--- config.mk ---
export PLATFORM = sky130hd
export DESIGN_NAME = pipe_skid_stage
export DESIGN_NICKNAME = d
export VERILOG_FILES = /design/src/rtl/pipe_stage_pkg.sv /design/src/rtl/pipe_stage_entry.sv /design/src/rtl/pipe_skid_stage.sv
export SDC_FILE = /design/constraint.sdc
export NUM_CORES = 1
export LEC_CHECK = 0
export BUFFER_PORTS_ARGS = -buffer_cell sky130_fd_sc_hd__buf_2
export CAP_MARGIN = 20
export CORE_MARGIN = 1
export CORE_UTILIZATION = 42
export CTS_CLUSTER_DIAMETER = 50
export CTS_CLUSTER_SIZE = 30
export DETAILED_ROUTE_END_ITERATION = 8
export GPL_ROUTABILITY_DRIVEN = 1
export PLACE_DENSITY_LB_ADDON = 0.12
export SYNTH_ARGS = -nofsm -noshare
export SYNTH_HDL_FRONTEND = slang
export SYNTH_HIERARCHICAL = 1
export SYNTH_SLANG_ARGS = --single-unit
--- constraint.sdc ---
create_clock -name clk -period 4.45 [get_ports clk]
set_clock_uncertainty 0.1 [all_clocks]
set_input_delay 0.6675 -clock clk [delete_from_list [all_inputs] [get_ports clk]]
set_output_delay 0.6675 -clock clk [all_outputs]
set_load 0.05 [all_outputs]
--- src/rtl/pipe_stage_pkg.sv ---
// Shared types for the two-entry skid pipeline stage.
// The statistics counters are enabled by the PIPE_STAGE_STATS_EN macro.
package pipe_stage_pkg;

  localparam int STAT_W = 16;

  typedef enum logic [1:0] {
    EMPTY = 2'd0,
    ONE   = 2'd1,
    TWO   = 2'd2
  } state_t;

endpackage

--- src/rtl/pipe_stage_entry.sv ---
// One payload holding register of the skid stage.
// It loads only when enabled and clears to zero on reset.
module pipe_stage_entry #(
  parameter int W = 8
) (
  input  logic         clk,
  input  logic         rst_n,
  input  logic         load,
  input  logic [W-1:0] d,
  output logic [W-1:0] q
);

  logic [W-1:0] q_q;

  always_ff @(posedge clk or negedge rst_n) begin
    if (!rst_n) begin
      q_q <= '0;
    end else if (load) begin
      q_q <= d;
    end
  end

  assign q = q_q;

endmodule

--- src/rtl/pipe_skid_stage.sv ---
// Two-entry (main + skid) pipeline register with registered in_ready.
// Optional stall/flush statistics are built when PIPE_STAGE_STATS_EN is defined.
module pipe_skid_stage
  import pipe_stage_pkg::*;
#(
  parameter int DATA_W = 32,
  parameter int LANES  = 3,
  parameter int AW_W   = 5,
  parameter int CTRL_W = 4
) (
  input  logic                    clk,
  input  logic                    reset,
  input  logic                    flush,
  input  logic                    in_valid,
  output logic                    in_ready,
  input  logic [LANES*DATA_W-1:0] in_data,
  input  logic [AW_W-1:0]         in_aw,
  input  logic [CTRL_W-1:0]       in_ctrl,
  output logic                    out_valid,
  input  logic                    out_ready,
  output logic [LANES*DATA_W-1:0] out_data,
  output logic [AW_W-1:0]         out_aw,
  output logic [CTRL_W-1:0]       out_ctrl,
  output logic [STAT_W-1:0]       stall_cnt,
  output logic [STAT_W-1:0]       flush_cnt,
  output logic [1:0]              dbg_state
);

  localparam int DW     = LANES * DATA_W;
  localparam int BEAT_W = DW + AW_W + CTRL_W;

  // Handshake: a beat moves on a rising edge where valid and ready are both
  // high; in_ready is a flop so it never depends on out_ready in the same cycle.

  state_t              state_q, state_d;
  logic                in_ready_q, out_valid_q;
  logic                accept, drain;
  logic                main_load, skid_load;
  logic [BEAT_W-1:0]   in_beat, main_d, main_q, skid_q;

  assign in_beat = {in_data, in_aw, in_ctrl};
  assign accept  = in_valid & in_ready_q;
  assign drain   = out_valid_q & out_ready;

  always_comb begin
    state_d   = state_q;
    main_load = 1'b0;
    skid_load = 1'b0;
    main_d    = in_beat;
    if (flush) begin
      state_d = EMPTY;
    end else begin
      case (state_q)
        EMPTY: begin
          if (accept) begin
            state_d   = ONE;
            main_load = 1'b1;
          end
        end
        ONE: begin
          if (accept && drain) begin
            main_load = 1'b1;
          end else if (accept) begin
            state_d   = TWO;
            skid_load = 1'b1;
          end else if (drain) begin
            state_d = EMPTY;
          end
        end
        TWO: begin
          if (drain) begin
            state_d   = ONE;
            main_load = 1'b1;
            main_d    = skid_q;
          end
        end
        default: state_d = EMPTY;
      endcase
    end
  end

  always_ff @(posedge clk or negedge reset) begin
    if (!reset) begin
      state_q     <= EMPTY;
      in_ready_q  <= 1'b1;
      out_valid_q <= 1'b0;
    end else begin
      state_q     <= state_d;
      in_ready_q  <= (state_d != TWO);
      out_valid_q <= (state_d != EMPTY);
    end
  end

  pipe_stage_entry #(.W(BEAT_W)) u_main (
    .clk   (clk),
    .rst_n (reset),
    .load  (main_load),
    .d     (main_d),
    .q     (main_q)
  );

  pipe_stage_entry #(.W(BEAT_W)) u_skid (
    .clk   (clk),
    .rst_n (reset),
    .load  (skid_load),
    .d     (in_beat),
    .q     (skid_q)
  );

  assign in_ready  = in_ready_q;
  assign out_valid = out_valid_q;
  assign out_data  = main_q[BEAT_W-1 -: DW];
  assign out_aw    = main_q[CTRL_W +: AW_W];
  // A bubble must never carry write enables downstream.
  assign out_ctrl  = out_valid_q ? main_q[CTRL_W-1:0] : '0;
  assign dbg_state = state_q;

`ifdef PIPE_STAGE_STATS_EN
  logic [STAT_W-1:0] stall_cnt_q, stall_cnt_d;
  logic [STAT_W-1:0] flush_cnt_q, flush_cnt_d;

  always_comb begin
    stall_cnt_d = stall_cnt_q;
    flush_cnt_d = flush_cnt_q;
    if (out_valid_q && !out_ready && (stall_cnt_q != '1)) begin
      stall_cnt_d = stall_cnt_q + STAT_W'(1);
    end
    if (flush && (flush_cnt_q != '1)) begin
      flush_cnt_d = flush_cnt_q + STAT_W'(1);
    end
  end

  always_ff @(posedge clk or negedge reset) begin
    if (!reset) begin
      stall_cnt_q <= '0;
      flush_cnt_q <= '0;
    end else begin
      stall_cnt_q <= stall_cnt_d;
      flush_cnt_q <= flush_cnt_d;
    end
  end

  assign stall_cnt = stall_cnt_q;
  assign flush_cnt = flush_cnt_q;
`else
  assign stall_cnt = '0;
  assign flush_cnt = '0;
`endif

endmodule

==> results by stage <==
Yosys:
- The largest total area in the synthesized netlist belongs to dfrtp_1.
- The synthesized netlist occupies a cell area of 10100 um^2.
- The number of warnings issued by yosys is 6.
- By area the synthesized netlist is led by dfrtp_1, mux2_2, mux2_4, mux2_1, buf_4.
- The mean area per synthesized cell is 16.3 um^2.
- The share of the yosys chip area belonging to registers is 0.532.
- The top-area cell type share of the netlist area is 0.530.
- Counting flops and latches in the post-synthesis netlist gives 214.
- Synthesis handed over a netlist of 619 instances.
- The number of different library cells used by synthesis comes to 28.

Clock network:
- The number of setup buffers added after CTS is 0.
- The number of clock sinks seen by CTS is 214.
- The clock tree from TritonCTS is built.
- No sink is reached through more buffers than the 3 on the longest clock path.
- In this run the number of H-tree levels came out at 1.
- The source-to-sink clock delay at the later pin of the worst-skew pair is 0.52 ns.
- The total CTS buffers is 26.
- Clock tree synthesis selected as its root buffer the cell clkbuf_16.
- The number of gates resized after CTS is 0.
- After clock tree synthesis, the flow added hold-fix buffers numbering 0.
- Clock-pin slew was measured on the worst setup and hold paths at 0.06 ns.

Routing:
- The total length of routed wires is 20.7 mm.
- The number of nets still failing antenna checks after routing is 0.
- Dividing the detail-routed via count by the number of cells gives 4.89.
- The total vias in the final route is 5767.
- After detailed routing, the number of remaining DRC violations is 0.
- In the final routed layout, each cell accounts on average for 17.6 um.
- The DRC marker count from the first detailed-route iteration is 193.
- The first TritonRoute pass finished after 4 iterations.

GRT:
- For met2 alone, demand over resource in global routing was 0.286.
- The layer flagged by global routing as most heavily used is met2.
- In the global route stage, met1 resource usage came out at 0.208.
- The total track usage is 0.169.
- The initial antenna violation count came to 2.
- The number of global-route vias before repair is 6441.
- The total congestion overflow is 0.
- The wire length of the first global-routing pass is 33.0 mm.
- Entering global routing, the biggest net connects 94 pins.
- In the global route stage, met3 resource usage came out at 0.0540.

Layout:
- The commonest non-fill, non-tap cell in the layout is buf_2.
- The multi-input combinational cells in the finished layout cover a total of 4210 um^2.
- Compared with the post-synthesis result, the final layout area differs by 19.8%.
- Of the cells placed in the final design, the portion with a size suffix greater than 1 is 0.634.
- After the flow finishes, the layout carries non-filler instances totaling 1179.
- The count of nets after finishing is 949.
- The core occupancy in the finished layout is 0.514.
- Registers take 5360 um^2.
- The library cells used most frequently in the layout, excluding fill and tap cells, are buf_2, dfrtp_1, mux2_2.
- The number of filler cells placed in the layout is 2040.

Power and ir drop:
- VDD sags by at most 389 uV.
- The design draws 7.78 mW.
- Summed over all cells, the static leakage comes to 5.59 nW.
- For this design the ratio of total power to cell area is 645 nW/um^2.

STA:
- Setup repair after global routing left no endpoint under its margin.
- Based on the critical path, the design can be clocked at up to 388 MHz.
- For the pin with the worst max-slew slack, the measured transition is 0.834 ns.
- The accumulated negative setup slack is 0 ns.
- The worst pin sits at a relative slew slack of 0.444.
- Across all hold checks on the routed design, the worst slack comes to 0.0675 ns.
- The final period utilization is 0.579.
- For the finished layout, the period the worst path requires is 2.58 ns.
- The count of pins over their slew limit is 0.
- Setup violations remaining at the end of the flow were counted as 0.
- The total count of hold-check failures in the final report is 0.

Floorplan:
- The die area is 24600 um^2.
- During I/O placement, the number of pins put on the boundary was 251.
- For this configuration, the core starts out at a cell density of 0.429.
- The chip height is 157 um.
- The cell row count is 56.
- Measured along the x axis, the die boundary spans 157 um.
- The core region is 23500 um^2.

Setup path:
- The data required time of the critical path is 4.75 ns.
- STA classifies the critical path endpoint as a flop.
- The critical path is of the reg2reg type.
- Along the worst path, the maximum fanout reaches 48.
- STA classifies the critical path startpoint as a flop.
- The worst setup slack for register-to-register paths is 1.87 ns.
- STA puts the critical path data arrival time at 2.88 ns.
- The worst register-to-register path has a depth of 5.

Outcome:
- The flow ran to the end, and the final reports show no timing, DRC or antenna violations.

Placement:
- Once detailed placement completed, the half-perimeter wirelength came to 13.5 mm.
- The final estimated routing congestion in global placement is 0.738.
- The cell total after placement is 1130.
- The port buffer count is 218.

Hold path:
- The worst hold path belongs to the class in2async.

Run:
- The max-capacitance violation count is 0.
## Yosys cell counts
cell,count
mux2_2,165
nand2_1,3
a221oi_1,1
nor3_2,1
or3_1,1
nor4bb_1,1
nand4_1,1
buf_2,15
o22a_1,1
buf_4,32
buf_12,10
nor4_1,1
or2_2,1
buf_6,8
nand4b_1,1
and2_1,4
mux2_1,50
dfstp_2,1
o21ai_0,1
nand2b_1,1
a21oi_1,1
a211oi_1,1
buf_8,2
dfrtp_1,213
inv_1,1
a221o_1,1
conb_1,1
mux2_4,100
## layout make-up
| class | instances | area share |
|---|---|---|
| Tap cell | 319 | 0.0331 |
| Inverter | 1 | 0.000311 |
| Antenna cell | 1 | 0.000208 |
| Clock inverter | 21 | 0.0191 |
| Clock buffer | 27 | 0.0543 |
| Timing Repair Buffer | 228 | 0.0995 |
| Sequential cell | 214 | 0.444 |
| Multi-Input combinational cell | 368 | 0.349 |
## worst paths after layout
path / from / to
setup / recovery: out_valid$_DFF_PN0_ / u_skid/q[2]$_DFFE_PN0P_
min in group clk: in_data[45] / u_skid/q[54]$_DFFE_PN0P_
setup reg to reg: out_valid$_DFF_PN0_ / u_skid/q[2]$_DFFE_PN0P_
max in group asynchronous: reset / u_main/q[40]$_DFFE_PN0P_
hold / removal: reset / u_skid/q[92]$_DFFE_PN0P_
hold reg to reg: u_skid/q[31]$_DFFE_PN0P_ / u_skid/q[31]$_DFFE_PN0P_
## stage by stage
| step | worst slack, ns | area, um^2 |
|---|---|---|
| finish | 1.87 | 12100 |
| global route | 1.66 | 12100 |
| CTS | 1.84 | 12100 |
| detailed placement | 1.64 | 11200 |
| global placement | 1.71 | 11200 |
| floorplan | 2.06 | 10200 |
## power breakdown
| group | leakage (nW) | total, mW | switching [mW] | internal (mW) |
|---|---|---|---|---|
| registers | 2.55 | 3.02 | 0.369 | 2.65 |
| clock network | 0.429 | 2.13 | 0.901 | 1.23 |
| logic | 2.61 | 2.62 | 1.60 | 1.02 |
| total | 5.59 | 7.78 | 2.87 | 4.90 |
## critical path, cell delays in order, from the launching register on
cell and delay (ns):
dfrtp_1 0.50, nand2_1 0.27, nand2_1 0.11, nor4_2 0.30, buf_4 0.71, mux2_2 0.42
## flip-flops by register name, summed over array words and instances, names as in the netlist
signal	cells
u_main/q	105
u_skid/q	105
dbg_state	2
in_ready	1
out_valid	1
## routing by layer
metal | part of all wire | vias to the layer above
met5 | 0.00048 | -
met4 | 0.018 | 2
met3 | 0.081 | 32
met2 | 0.48 | 179
met1 | 0.42 | 2959
li1 | - | 2595
## logic make-up (layout without fill, tap and decap cells)
| logic type | count (synthesis) | in the layout | synth area share |
|---|---|---|---|
| and+or+nand+nor | 15 | 15 | 0.00958 |
| other | 1 | 33 | 0.000373 |
| DFF | 214 | 214 | 0.532 |
| AOI/OAI and AO/OA | 6 | 6 | 0.00448 |
| buffers and inverters | 68 | 277 | 0.0635 |
| muxes | 315 | 315 | 0.390 |
Note: power is estimated with default switching activity, not from simulation.
